==> config.mk <==
export PLATFORM = sky130hd
export DESIGN_NAME = spi_mem_responder_flat
export DESIGN_NICKNAME = d
export VERILOG_FILES = /design/src/rtl/spi_mem_responder_if.sv /design/src/rtl/spi_mem_responder.sv /design/src/flat_wrapper.sv
export SDC_FILE = /design/constraint.sdc
export NUM_CORES = 2
export LEC_CHECK = 0
export CORE_MARGIN = 1
export CORE_UTILIZATION = 40
export DETAILED_ROUTE_END_ITERATION = 6
export GPL_ROUTABILITY_DRIVEN = 0
export GPL_TIMING_DRIVEN = 0
export PLACE_DENSITY = 0.57
export SYNTH_ARGS = -nofsm -noshare
export SYNTH_HDL_FRONTEND = slang
export SYNTH_SLANG_ARGS = --single-unit
==> constraint.sdc <==
create_clock -name CLK -period 7.6 [get_ports CLK]
set_input_delay 1.14 -clock CLK [delete_from_list [all_inputs] [get_ports CLK]]
set_output_delay 1.14 -clock CLK [all_outputs]
set_load 0.02 [all_outputs]
==> src/rtl/spi_mem_responder_if.sv <==
// SPI pin bundle between the initiator (master) and the memory responder (slave).
interface spi_mem_responder_if;
  logic spi_clk;
  logic spi_cs_n;
  logic spi_mosi;
  logic spi_miso;
  logic spi_miso_oe;

  modport master (
    output spi_clk, spi_cs_n, spi_mosi,
    input  spi_miso, spi_miso_oe
  );

  modport slave (
    input  spi_clk, spi_cs_n, spi_mosi,
    output spi_miso, spi_miso_oe
  );
endinterface

==> src/rtl/spi_mem_responder.sv <==
// SPI mode-0 slave backed by a word array; SPI_MEM_RESPONDER_STATUS_EN adds a 0x05 status read.
// Latency: ~3 CLK from an spi_clk edge to decode/MISO update; a write commits 1 CLK after its 32nd data rise.
// Backpressure: none; the initiator paces all traffic through spi_clk, which must stay <= CLK/8.
module spi_mem_responder #(
  parameter int ADDR_BITS  = 6,
  parameter int DUMMY_BITS = 8
) (
  input  logic               CLK,
  input  logic               reset,
  spi_mem_responder_if.slave spi,
  output logic               wr_commit,
  output logic               busy
);

  typedef enum logic [2:0] {
    S_IDLE, S_CMD, S_ADDR, S_DUMMY, S_RD_DATA, S_WR_DATA, S_IGNORE
  } state_t;

  state_t               state, state_nxt;
  logic [1:0]           clk_sync, cs_sync, mosi_sync;
  logic                 clk_q, cs_q;
  logic                 rise, fall, cs_hi, cs_fall, mosi_b;
  logic [5:0]           cnt;
  logic [6:0]           cmd_sr;
  logic [7:0]           cmd_byte;
  logic                 cmd_wr;
  logic [ADDR_BITS-1:0] widx;
  logic [31:0]          wr_sr, rd_sr;
  logic                 rd_load;
  logic                 status_load;
  logic [31:0]          status_word;
  logic [31:0]          mem [2**ADDR_BITS];

  // Plain synchronizers: leaving them unreset keeps a held-low cs_n from
  // looking like a fresh falling edge once reset releases.
  always_ff @(posedge CLK) begin
    clk_sync  <= {clk_sync[0], spi.spi_clk};
    cs_sync   <= {cs_sync[0], spi.spi_cs_n};
    mosi_sync <= {mosi_sync[0], spi.spi_mosi};
  end

  always_ff @(posedge CLK) begin
    if (reset) begin
      clk_q <= 1'b0;
      cs_q  <= 1'b0;
    end else begin
      clk_q <= clk_sync[1];
      cs_q  <= cs_sync[1];
    end
  end

  assign rise     = clk_sync[1] & ~clk_q;
  assign fall     = ~clk_sync[1] & clk_q;
  assign cs_hi    = cs_sync[1];
  assign cs_fall  = cs_q & ~cs_sync[1];
  assign mosi_b   = mosi_sync[1];
  assign cmd_byte = {cmd_sr, mosi_b};

  always_ff @(posedge CLK) begin
    if (reset) state <= S_IDLE;
    else       state <= state_nxt;
  end

  always_comb begin
    state_nxt = state;
    case (state)
      S_IDLE:    if (cs_fall) state_nxt = S_CMD;
      S_CMD: begin
        if (rise && cnt == 6'd7) begin
          if (cmd_byte == 8'h02 || cmd_byte == 8'h03) state_nxt = S_ADDR;
`ifdef SPI_MEM_RESPONDER_STATUS_EN
          else if (cmd_byte == 8'h05) state_nxt = S_DUMMY;
`endif
          else state_nxt = S_IGNORE;
        end
      end
      S_ADDR:    if (rise && cnt == 6'd23) state_nxt = cmd_wr ? S_WR_DATA : S_DUMMY;
      S_DUMMY:   if (rise && cnt == 6'(DUMMY_BITS - 1)) state_nxt = S_RD_DATA;
      S_RD_DATA: if (rise && cnt == 6'd31) state_nxt = S_IGNORE;
      S_WR_DATA: if (rise && cnt == 6'd31) state_nxt = S_IGNORE;
      S_IGNORE:  state_nxt = S_IGNORE;
      default:   state_nxt = S_IDLE;
    endcase
    if (cs_hi) state_nxt = S_IDLE;
  end

`ifdef SPI_MEM_RESPONDER_STATUS_EN
  logic [15:0] wr_count;
  always_ff @(posedge CLK) begin
    if (reset)          wr_count <= '0;
    else if (wr_commit) wr_count <= wr_count + 16'd1;
  end
  assign status_word = {8'hA5, 8'(ADDR_BITS), wr_count};
  assign status_load = (state == S_CMD) && (state_nxt == S_DUMMY);
`else
  assign status_word = '0;
  assign status_load = 1'b0;
`endif

  always_ff @(posedge CLK) begin
    if (reset) begin
      cnt             <= '0;
      cmd_sr          <= '0;
      cmd_wr          <= 1'b0;
      widx            <= '0;
      wr_sr           <= '0;
      rd_sr           <= '0;
      rd_load         <= 1'b0;
      wr_commit       <= 1'b0;
      busy            <= 1'b0;
      spi.spi_miso    <= 1'b0;
      spi.spi_miso_oe <= 1'b0;
    end else begin
      busy      <= ~cs_hi;
      rd_load   <= (state == S_ADDR) && (state_nxt == S_DUMMY);
      wr_commit <= (state == S_WR_DATA) && (state_nxt == S_IGNORE);

      // Counter restarts on every state change and saturates, so it never spills into a new frame.
      if (state_nxt != state)                            cnt <= '0;
      else if (rise && state != S_IDLE && cnt != 6'h3f)  cnt <= cnt + 6'd1;

      if (state == S_CMD && rise) begin
        cmd_sr <= cmd_byte[6:0];
        if (cnt == 6'd7) cmd_wr <= (cmd_byte == 8'h02);
      end

      // Only byte-address bits above [1:0] are kept; the top of the shifter drops aliasing bits.
      if (state == S_ADDR && rise && cnt < 6'd22)
        widx <= ADDR_BITS'({widx, mosi_b});

      if (state == S_WR_DATA && rise)
        wr_sr <= {wr_sr[30:0], mosi_b};

      if (rd_load)                         rd_sr <= mem[widx];
      else if (status_load)                rd_sr <= status_word;
      else if (state == S_RD_DATA && fall) rd_sr <= {rd_sr[30:0], 1'b0};

      if (state == S_RD_DATA) begin
        if (fall) begin
          spi.spi_miso    <= rd_sr[31];
          spi.spi_miso_oe <= 1'b1;
        end
      end else begin
        spi.spi_miso    <= 1'b0;
        spi.spi_miso_oe <= 1'b0;
      end
    end
  end

  always_ff @(posedge CLK) begin
    if (wr_commit && !reset) mem[widx] <= wr_sr;
  end

endmodule

==> src/flat_wrapper.sv <==
// flat-port wrapper written by rule: the top's interface ports become plain ports
module spi_mem_responder_flat 
#(
  parameter int ADDR_BITS  = 6,
  parameter int DUMMY_BITS = 8
)
  (CLK, reset, wr_commit, busy, spi_spi_clk, spi_spi_cs_n, spi_spi_mosi, spi_spi_miso, spi_spi_miso_oe);
  spi_mem_responder_if spi_i ();
  input  logic CLK;
  input  logic reset;
  output logic wr_commit;
  output logic busy;
  input wire logic [$bits(spi_i.spi_clk)-1:0] spi_spi_clk;
  input wire logic [$bits(spi_i.spi_cs_n)-1:0] spi_spi_cs_n;
  input wire logic [$bits(spi_i.spi_mosi)-1:0] spi_spi_mosi;
  output wire logic [$bits(spi_i.spi_miso)-1:0] spi_spi_miso;
  output wire logic [$bits(spi_i.spi_miso_oe)-1:0] spi_spi_miso_oe;
  assign spi_i.spi_clk = spi_spi_clk;
  assign spi_i.spi_cs_n = spi_spi_cs_n;
  assign spi_i.spi_mosi = spi_spi_mosi;
  assign spi_spi_miso = spi_i.spi_miso;
  assign spi_spi_miso_oe = spi_i.spi_miso_oe;
  spi_mem_responder #(.ADDR_BITS(ADDR_BITS), .DUMMY_BITS(DUMMY_BITS)) u_core (.CLK(CLK), .reset(reset), .spi(spi_i), .wr_commit(wr_commit), .busy(busy));
endmodule
==> run_results.csv <==
group,metric,value,unit
clocking,cts_resized,0,
timing,fmaxAchievable,209.3,MHz
synthesis,syn_area,82450,um2
clocking,clockRootBuffer,"clkbuf_16",
synthesis,synth_ff_type,"edfxtp_1",
critical_path,timing.critical_path.from_type,"flip-flop",
global_routing,grt-ovfl-total,0,
pwr,p_switching,0.004539,W
cells_and_area,seq_area,63660,um2
global_routing,grt_pass1_wl,379400,um
clocking,cts_max_level,4,
routing,top_layer,"met5",
critical_path,timing.critical_path.to_type,"flip-flop",
pwr,swShare,19.69,%
critical_path,slowest_stage,"clkbuf_1",
clocking,clk_pin_slew,0.06,ns
synthesis,muxShareOfSynthArea,15.58,%
synthesis,synth_cell_type_count,59,
clocking,clock-sinks,2154,
synthesis,synth-edff-count,2048,
cells_and_area,multi_input_area,18020,um2
critical_path,critPathMaxFanout,10,
synthesis,synth.most_common_cell,"edfxtp_1",
critical_path,r2r_cells,8,
critical_path,crit_type,"reg -> reg",
routing,route.met3.wl,32720,um
synthesis,synth-seq-area-share,77.16,%
routing,detail-route-antenna-nets,0,
run,cap_violations,2,
pwr,clkPwrFrac,44.3,%
pwr,p_int,0.01851,W
floorplanning,coreArea,204800,um2
global_routing,antenna_found_initial,18,
synthesis,yosysTopAreaCell,"edfxtp_1",
synthesis,yosys-top-cells-area,"edfxtp_1 75%, mux4_2 13%, dfxtp_1 2.6%, mux2i_1 1.9%, nand2_1 0.90%",
synthesis,syn_avg_cell_area,21.08,um2
floorplanning,ios,9,
critical_path,r2r-end,"u_core.rd_sr[15]",
synthesis,yosys.area_share.adder,0.01518,%
cells_and_area,nFillCells,16840,
routing,wl_per_cell,39.80,um
pwr,p_leak,29.49,nW
routing,dr.pass1.iters,7,
pwr,seq_power_share,55.5,%
synthesis,synth_top_family_by_area,"multiplexers",
floorplanning,die_h,456.0,um
place,place_area,89420,um2
timing,hold_violations,0,
place,port_buffers,7,
pwr,peakVddDrop,0.2391,mV
clocking,post_cts_buffers,0,
place,dpl.hpwl,188000,um
timing,fin_ws,2.822,ns
floorplanning,fp.dieW,456.0,um
timing,final_max_slew_viol_count,11,
synthesis,synth.top_cell.area_share,74.59,%
routing,met1_length,109100,um
cells_and_area,nets,4285,
global_routing,grt_usage,27.17,%
place,pre_cts_slack,2.549,ns
cells_and_area,finalNonFillerCells,7144,
clocking,insertion_delay,0.90,ns
synthesis,synth_cells,3912,
pwr,power-per-cell-area,240.0,nW/um2
timing,rsz0062_at_grt,"false",
clocking,clock_path_buffers,3,
pwr,total_power,0.02305,W
clocking,cts_tree,"yes",
floorplanning,die-area,207900,um2
global_routing,grt_max_degree,62,
critical_path,r2r_slack,2.82,ns
routing,drt_iter0_markers,8380,
routing,via_count,45620,
synthesis,synth_xor_area_share,0.05311,%
clocking,ctsHoldBuffers,0,
critical_path,arrival,5.47,ns
min_path,hp-class,"reg -> reg",
floorplanning,initial_core_util,40.26,%
synthesis,synth_nets,3918,
routing,drc,0,
global_routing,first_global_vias,43560,
synthesis,ys_async_sr_fraction,0,%
cells_and_area,drive_above_1_share,26.44,%
synthesis,yosys_warnings,0,
floorplanning,rows,166,
timing,setup_viol,0,
place,placed_cells,6752,
routing,vias_per_cell,6.386,
clocking,cts_made_buffers,212,
synthesis,synth_compound_area_share,2.820,%
timing,skew,0.04242,ns
status,status,"finished with violations",
cells_and_area,fin_area,96050,um2
critical_path,max_stage_delay,1.20,ns
pwr,power_frac_comb,0.2,%
timing,period_share,62.87,%
timing,slew-limit-headroom,-4.957,%
status,violations,"max-capacitance violations, max-slew violations",
timing,max_slew.worst_pin.slew,1.574,ns
synthesis,ys_seq_elements,2154,
routing,routed_wl,284300,um
critical_path,worstPathCellList,"buf_4, buf_4, buf_2, buf_2, clkbuf_1, o21ai_0, a21oi_1, a221oi_1",
timing,finalCriticalPeriod,4.778,ns
critical_path,endpoint,"u_core.rd_sr[15]",
cells_and_area,utilization,46.90,%
synthesis,synth-simple-area-share,2.795,%
critical_path,worstPathRequired,8.29,ns
synthesis,synth_common_cells,"2,048 x edfxtp_1, 490 x mux4_2, 198 x nand2_1",
routing,routed-wl-met2,127300,um
cells_and_area,synthToLayoutAreaGrowth,16.49,%
[cell families after synthesis]
logic type      Yosys count
xor+xnor                  5
mux                     668
compound gates          346
simple gates            510
flops                  2154
fa+ha+maj                 1
buf+inv                 228
[state kept, by name, summed over array words and instances, names as in the netlist, named ones only]
name                    cells
u_core.rd_sr               32
u_core.spi.spi_miso_oe      1
u_core.mosi_sync            2
u_core.cmd_wr               1
u_core.busy                 1
u_core.wr_commit            1
u_core.widx                 6
u_core.cmd_sr               7
u_core.wr_sr               32
u_core.cs_q                 1
u_core.cnt                  6
u_core.clk_sync             2
u_core.mem               2048
u_core.spi.spi_miso         1
u_core.state                3
u_core.clk_q                1
u_core.rd_load              1
u_core.cs_sync              2
[power by group through the flow]
stage               sequential (W)  clock, W  combinational, W
global route                0.0128    0.0107         0.0000413
detailed placement          0.0130         0         0.0000385
global placement            0.0130         0         0.0000386
finish                      0.0128    0.0102         0.0000404
CTS                         0.0128    0.0103         0.0000388
floorplan                   0.0130         0         0.0000191
[worst min path at each step]
stage                       startpoint            endpoint  slack [ns]  depth (start not counted)
floorplan           u_core.clk_sync[0]  u_core.clk_sync[1]        0.31                          0
global placement     u_core.cs_sync[0]   u_core.cs_sync[1]        0.31                          0
detailed placement   u_core.cs_sync[0]   u_core.cs_sync[1]        0.32                          0
CTS                  u_core.cs_sync[0]   u_core.cs_sync[1]        0.32                          0
global route         u_core.cs_sync[0]   u_core.cs_sync[1]        0.34                          0
finish               u_core.cs_sync[0]   u_core.cs_sync[1]        0.32                          0
[cell type report]
| class | instances | share of cell area, % |
|---|---|---|
| Tap cell | 2688 | 3.502 |
| Clock buffer | 299 | 6.097 |
| Sequential cell | 2154 | 66.28 |
| Timing Repair Buffer | 153 | 3.199 |
| Multi-Input combinational cell | 1530 | 18.76 |
| Inverter | 9 | 0.03517 |
| Buffer | 219 | 1.333 |
| Clock inverter | 87 | 0.7777 |
| Antenna cell | 5 | 0.01303 |
[worst max-delay path, delay by kind of cell (launching register included)]
| kind | cells | cell delay [ns] |
|---|---|---|
| buf+inv | 5 | 2.87 |
| flops | 1 | 0.32 |
| compound gates | 3 | 1.32 |
[per-stage QoR]
step	setup TNS [ns]	hold WS [ns]
2_1_floorplan	0	0.3096
3_5_place_dp	0	0.3189
5_1_grt	0	0.3421
4_1_cts	0	0.3201
6_report	0	0.3248
3_3_place_gp	-100.40	0.3125
[per-layer routing]
layer  global-route usage [%]  vias up
li1                         -    17090
met1                    37.48    24590
met2                    40.85     3289
met3                    6.550      644
met4                    12.41        2
met5                        0        -
[cells in the final DEF (no fill, tap or decap), types with 62 or more instances in the layout]
cell type  instances
edfxtp_1        2048
mux4_2           490
clkbuf_16        215
nand2_1          198
mux2i_1          158
clkbuf_1         136
buf_12            95
o22ai_1           85
a21oi_1           76
dfxtp_1           74
buf_2             65
nor2_4            62
Note: power is estimated with default switching activity, not from simulation.
